## src/rtl/fft_pkg.sv

```systemverilog
// Shared types and helpers for the FFT front-end loader: FSM states,
// default word width and a generic address bit-reversal function.
package fft_pkg;

  localparam int unsigned DEF_WORD_W = 8;
  localparam int unsigned MAX_ADDR_W = 10;
  localparam int unsigned IDX_W      = 4;

  typedef enum logic [1:0] {
    IDLE,
    SHIFT,
    WRITE,
    DONE
  } state_t;

  // Reverse the low 'width' bits of value; upper bits of the result are zero.
  function automatic logic [MAX_ADDR_W-1:0] bitrev(input logic [MAX_ADDR_W-1:0] value,
                                                   input int unsigned          width);
    logic [MAX_ADDR_W-1:0] full;
    full = '0;
    for (int unsigned i = 0; i < MAX_ADDR_W; i++) begin
      full[IDX_W'(i)] = value[IDX_W'(MAX_ADDR_W - 1 - i)];
    end
    return full >> (MAX_ADDR_W - width);
  endfunction

endpackage

```

## src/rtl/bit_reverse.sv

```systemverilog
// Combinational bit reversal of an ADDR_W-bit sample index.
module bit_reverse
  import fft_pkg::*;
#(
  parameter int unsigned ADDR_W = 4
) (
  input  logic [ADDR_W-1:0] value,
  output logic [ADDR_W-1:0] reversed
);

  assign reversed = ADDR_W'(bitrev(MAX_ADDR_W'(value), ADDR_W));

endmodule

```

## src/rtl/serial_frame_loader.sv

```systemverilog
// Sequences an external MSB-in shift register to assemble WORD_W-bit samples
// from a serial stream and writes one FFT frame into the sample memory.
module serial_frame_loader
  import fft_pkg::*;
#(
  parameter int unsigned WORD_W    = DEF_WORD_W,
  parameter int unsigned FRAME_LEN = 16,
  parameter int unsigned ADDR_W    = 4,
  parameter bit          BITREV    = 1'b1
) (
  input  logic              clk,
  input  logic              reset,
  input  logic              start,
  input  logic              ser_valid,
  output logic              ser_ready,
  output logic              sr_en,
  output logic              sr_clear,
  input  logic [WORD_W-1:0] shift_word,
  output logic              wr_en,
  output logic [ADDR_W-1:0] wr_addr,
  output logic [WORD_W-1:0] wr_data,
  output logic              busy,
  output logic              frame_done
);

  localparam int unsigned         BIT_CNT_W = (WORD_W > 1) ? $clog2(WORD_W) : 1;
  localparam logic [BIT_CNT_W-1:0] LAST_BIT = BIT_CNT_W'(WORD_W - 1);
  localparam logic [ADDR_W-1:0]    LAST_SMP = ADDR_W'(FRAME_LEN - 1);

  state_t                 state;
  logic [BIT_CNT_W-1:0]   bit_cnt;
  logic [ADDR_W-1:0]      smp_cnt;
  logic [ADDR_W-1:0]      smp_rev;
  logic                   ready_q;
  logic                   wr_en_q;

  bit_reverse #(
    .ADDR_W(ADDR_W)
  ) u_bit_reverse (
    .value   (smp_cnt),
    .reversed(smp_rev)
  );

  // Frame sequencer; ready/write/busy/done are registered alongside the state.
  always_ff @(posedge clk) begin
    if (reset) begin
      state      <= IDLE;
      bit_cnt    <= '0;
      smp_cnt    <= '0;
      ready_q    <= 1'b0;
      wr_en_q    <= 1'b0;
      wr_addr    <= '0;
      busy       <= 1'b0;
      frame_done <= 1'b0;
    end else begin
      case (state)
        IDLE: begin
          bit_cnt <= '0;
          smp_cnt <= '0;
          if (start) begin
            state   <= SHIFT;
            ready_q <= 1'b1;
            busy    <= 1'b1;
          end
        end
        SHIFT: begin
          if (ser_valid) begin
            if (bit_cnt == LAST_BIT) begin
              bit_cnt <= '0;
              state   <= WRITE;
              ready_q <= 1'b0;
              wr_en_q <= 1'b1;
              wr_addr <= BITREV ? smp_rev : smp_cnt;
            end else begin
              bit_cnt <= bit_cnt + BIT_CNT_W'(1);
            end
          end
        end
        WRITE: begin
          wr_en_q <= 1'b0;
          smp_cnt <= (smp_cnt == LAST_SMP) ? '0 : smp_cnt + ADDR_W'(1);
          if (smp_cnt == LAST_SMP) begin
            state      <= DONE;
            frame_done <= 1'b1;
          end else begin
            state   <= SHIFT;
            ready_q <= 1'b1;
          end
        end
        DONE: begin
          frame_done <= 1'b0;
          busy       <= 1'b0;
          state      <= IDLE;
        end
        default: state <= IDLE;
      endcase
    end
  end

  // Shift-register controls act within the cycle; reset suppresses all of them.
  assign ser_ready = ready_q;
  assign sr_en     = ready_q & ser_valid & ~reset;
  assign sr_clear  = (state == IDLE) & start & ~reset;
  assign wr_en     = wr_en_q & ~reset;
  assign wr_data   = wr_en ? shift_word : '0;

endmodule
```

## config.mk

```make
export PLATFORM = sky130hd
export DESIGN_NAME = serial_frame_loader
export DESIGN_NICKNAME = d
export VERILOG_FILES = /design/src/rtl/fft_pkg.sv /design/src/rtl/bit_reverse.sv /design/src/rtl/serial_frame_loader.sv
export SDC_FILE = /design/constraint.sdc
export NUM_CORES = 1
export LEC_CHECK = 0
export ABC_AREA = 1
export ABC_CLOCK_PERIOD_IN_PS = 2680
export CAP_MARGIN = 20
export CORE_ASPECT_RATIO = 1.25
export CORE_MARGIN = 2
export CORE_UTILIZATION = 38
export DETAILED_ROUTE_END_ITERATION = 10
export PLACE_DENSITY = 0.68
export SLEW_MARGIN = 20
export SYNTH_ARGS = -nofsm -noshare
export SYNTH_HDL_FRONTEND = slang
export SYNTH_SLANG_ARGS = --single-unit
```

## constraint.sdc

```tcl
create_clock -name clk -period 2.68 [get_ports clk]
set_input_delay 0.536 -clock clk [delete_from_list [all_inputs] [get_ports clk]]
set_output_delay 0.536 -clock clk [all_outputs]
set_load 0.05 [all_outputs]
```

* Word-level counts from Yosys, hierarchy flattened *
Index checks and enable logic that the tools add are counted.

cells by class
  eq/ne operators = 10
  add/subtract/negate cells = 2
  bitwise gates (word level) = 6
  mux-type cells = 22
  reduce and logical (&&, ||, !) cells = 14

operator list
  operator               number
  $ne A2 B2 Y1 const B   5
  $reduce_bool A2 Y1     5
  $reduce_and A3 Y1      3
  $mux W2                4
  $mux W8                1
  $pmux W2 S4            1
  $pmux W4 S2            1
  $mux W1                7
  $mux W3                2
  $pmux W1 S2            3
  $pmux W3 S2            1
  $reduce_and A2 Y1      3
  $and A1 B1 Y1          5
  $reduce_and A5 Y1      1
  $add A4 B1 Y4 const B  1
  $eq A2 B2 Y1 const B   2
  $eq A4 B4 Y1 const B   1
  $mux W4                1
  $add A3 B1 Y3 const B  1
  $eq A3 B3 Y1 const B   1
  $pmux W1 S3            1
  $reduce_bool A3 Y1     1
  $eq A2 B1 Y1 const B   1
  $logic_not A2 Y1       1
  $not A1 Y1             1

word-level totals
  flip-flop bits (word level) = 17
  logic and storage cells = 62
  input port bits = 12
  output and inout port bits = 18

* Logic depth before layout (Yosys ltp) *
  word-level depth = 4
  depth in mapped cells = 8
  mapped depth without buffers = 8

* Modules after synthesis *
A second synthesis with hierarchy kept.

second synthesis, totals
  cells, all modules = 122
  area total of the unflattened synthesis = 889.6 um2

modules (own cells, without submodules)
  module               times used  cells an instance  area each (um2)
  serial_frame_loader  1           118                859.6
  bit_reverse          1           4                  30.0

* Worst setup path after synthesis *
OpenSTA, ideal clock, no wires.

  path kind = input port to output port
  start point = input reset
  end point = output sr_en
  path buffers = 1
  required time = 2144 ps
  setup slack = 306 ps
  arrival time = 1838 ps
  stages on the path = 2
  cells stage by stage = buf_1 nor3_1

on the way
  cells in the longest elaborated chain, start to end = 2

RTL lines
  what           RTL line                    RTL
  from (decl)    serial_frame_loader.sv:12   input logic reset,
  $not A1 Y1     serial_frame_loader.sv:102  assign sr_en = ready_q & ser_valid & ~reset;
  $and A1 B1 Y1  serial_frame_loader.sv:102
  to (decl)      serial_frame_loader.sv:16   output logic sr_en,

No other way between the ends.

* Worst setup path in the final report *
  start point = input reset
  end point = output wr_data[5]

on the way
  cells in the longest elaborated chain, start to end = 3

RTL lines
  what           RTL line                    RTL
  $not A1 Y1     serial_frame_loader.sv:104  assign wr_en = wr_en_q & ~reset;
  $and A1 B1 Y1  serial_frame_loader.sv:104
  $mux W8        serial_frame_loader.sv:105  assign wr_data = wr_en ? shift_word : '0;
  to (decl)      serial_frame_loader.sv:21   output logic [WORD_W-1:0] wr_data,

No other way between the ends.

==> metrics.txt <==
crit-path cells=clkdlybuf4s50_1, inv_1, nand2_1, nor2_1, buf_12; Min-Delay Path Depth=2; Worst Path Buf+Inv=3; full die area=2639 µm²; mean routed wirelength per cell=10.75 µm; clk slew on worst S/H paths=0.10 ns; Final setup violation count=0; Port Buf Inserts=29; Cell variety after synth=25; clk sinks=17; Seq/Total Area, Yosys=39.94%; Detail Route Antenna Nets=0; DP HPWL=1580 µm; Slowest cell on crit path=clkdlybuf4s50_1; GRT Util Overall=16.07%; boundary pin count=30; internal power=0.0003683 W; ant diodes=0; Critical Path Start Type=input pin; CP max FO=10; clock skew=0.002102 ns; Comb pwr share=21.7%; postcts setup bufs=0; worst-margin pin slew=0.5000 ns; Setup Total Neg Slack=0 ns; sequential share of power=52.2%; initial core utilization=39.39%; Residual DRC=0; leakage=0.5718 nW; worst setup path category=input pin to output port; Sw Share=31.00%; Gate Count Post-Synth=118; Worst-Skew Late Latency=0.30 ns; H-tree levels=1; Nets=166; CTS Root Cell=clkbuf_4; DR iter-0 viols=12; CTS Buf Count=3; nature of the critical path endpoint=output port; Clk pwr share=26.2%; Period minus WS final=2.336 ns; delay of the slowest critical-path stage=0.42 ns; layout cells sized above 1=19.33%; Total Wirelength=1946 µm; initial antenna violation count=0; Max Clk Rate=428.0 MHz; Psw=0.0001655 W; worst path required time=2.14 ns; placed cell areas=1284 µm²; Die Y=56.94 µm; peak supply drop=0.0003026 V; HP Class=flip-flop to flip-flop; first-pass GRT wire length=3111 µm; Initial DRT Pass Iterations=4; Core Region=2163 µm²; crit path DAT=1.80 ns; synthesis warning total=0; worst reg-to-reg path cell count=5; pwr dens=407.1 nW/µm²; r2r startpoint=state[0]; Crit path max-delay family=buffers and inverters; largest net degree at the start of global routing=13; status=finished, final reports clean; Hold Vio Cnt, Final=0; Die Wd=46.36 µm; Tcrit/Tclk final=87.17%; unrepaired setup endpoints after global routing=no; most common cell after layout, fill and taps aside=nor2_1; Setup crit start=reset; final slew viol count=0; post-cts hold buffer count=0; commonest non-fill, non-tap cells in the layout=nor2_1 (22), clkdlybuf4s50_1 (18), nand2_1 (17), dfxtp_1 (17), inv_1 (15); vias in the first global route=784; cell area after synthesis=852.1 µm²; num rows=19; GRT Residual Overflow=0; post-cts resize count=0; Critical Path Stages=5; Min-Delay Startpoint=busy; design area=1311 µm²; Syn Area/Cell=7.221 µm²; gpl congestion=0.7800; post-synthesis register bit count=17; max cap viols=0; vias=826; Fill cells=196; Slew HR=66.56%; drt via density=4.564; CTS tree=yes; Syn Nets=133; Layout area overhead=53.89%; maximum clock path buffer count=2
[stage by stage]
stage | power, W | util [%] | hold WS (ns) | cells | setup WS [ns]
2_1_floorplan | 0.0003568 | - | 0.4760 | 118 | 0.3057
3_3_place_gp | 0.0003974 | 59.34 | 0.4580 | 177 | 0.3525
3_5_place_dp | 0.0004013 | 59.34 | 0.4654 | 177 | 0.3248
4_1_cts | 0.0005404 | 60.61 | 0.4832 | 181 | 0.3214
5_1_grt | 0.0005595 | 60.61 | 0.5216 | 181 | 0.2251
6_report | 0.0005338 | 60.61 | 0.4803 | 181 | 0.3438
[kinds of logic after synthesis]
kind of cell             count (synthesis)  synth area share, %
buffers and inverters                   22                10.72
AO/OA/AOI/OAI                           22                14.39
AND/OR/NAND/NOR                         54                30.54
flip-flops                              17                39.94
adder cells (fa/ha/maj)                  3                4.406
[flip-flops by register name, indices dropped and copies added (netlist names)]
name / cells
smp_cnt: 4
state: 2
frame_done: 1
wr_addr: 4
ser_ready: 1
busy: 1
bit_cnt: 3
wr_en_q: 1
[tightest hold or removal path, delay by kind of cell (launching register included)]
kind            cells  cell delay (ns)
flops               1             0.33
simple gates        1             0.06
compound gates      1             0.06
[synth_stat cells]
cell type	number	area, µm²
a21oi_1	10	50.05
a21oi_2	1	8.760
and3_1	1	6.260
buf_1	1	3.750
buf_6	1	11.26
clkinv_2	1	5.000
dfxtp_1	17	340.3
ha_1	3	37.54
inv_1	15	56.30
inv_2	4	15.01
nand2_1	17	63.81
nand2_2	1	6.260
nand3_1	3	15.01
nand3_2	1	10.01
nand3_4	1	17.52
nand3b_1	1	7.510
nand4_1	1	6.260
nor2_1	22	82.58
nor2_2	2	12.51
nor2_4	2	22.52
nor3_1	2	10.01
o211ai_1	1	7.510
o21a_1	2	15.01
o21ai_0	7	35.03
o22ai_1	1	6.260
[layer usage]
metal / wire length [µm] / track usage [%] / up-vias
li1: - / - / 436
met1: 762 / 17.73 / 359
met2: 1028 / 27.78 / 26
met3: 113 / 2.848 / 5
met4: 43 / 8.571 / 0
met5: 0 / 0 / -
[power groups by stage]
stage / Combinational (W) / Clock, W / Sequential [W]
floorplan: 0.0000648 / 0 / 0.000292
global placement: 0.000114 / 0 / 0.000284
detailed placement: 0.000117 / 0 / 0.000284
CTS: 0.000117 / 0.000145 / 0.000279
global route: 0.000127 / 0.000152 / 0.000281
finish: 0.000116 / 0.000140 / 0.000278
[path summary, 6_finish.rpt]
check                                  end  slack, ns
worst max-delay path            wr_data[5]       0.34
worst min-delay path                  busy       0.48
worst max register to register  wr_addr[0]       1.35
worst min register to register        busy       0.48
[final cells by class]
cell class	count	area, µm²	share of cell area [%]
multi-input combinational	79	420.4	32.06
tap	31	38.79	2.958
inverter	20	76.32	5.821
sequential	17	340.3	25.95
clock inverter	1	5.005	0.3817
clock buffer	3	22.52	1.718
timing repair buffer	30	407.9	31.11
Power figures use the tool's default switching activity.
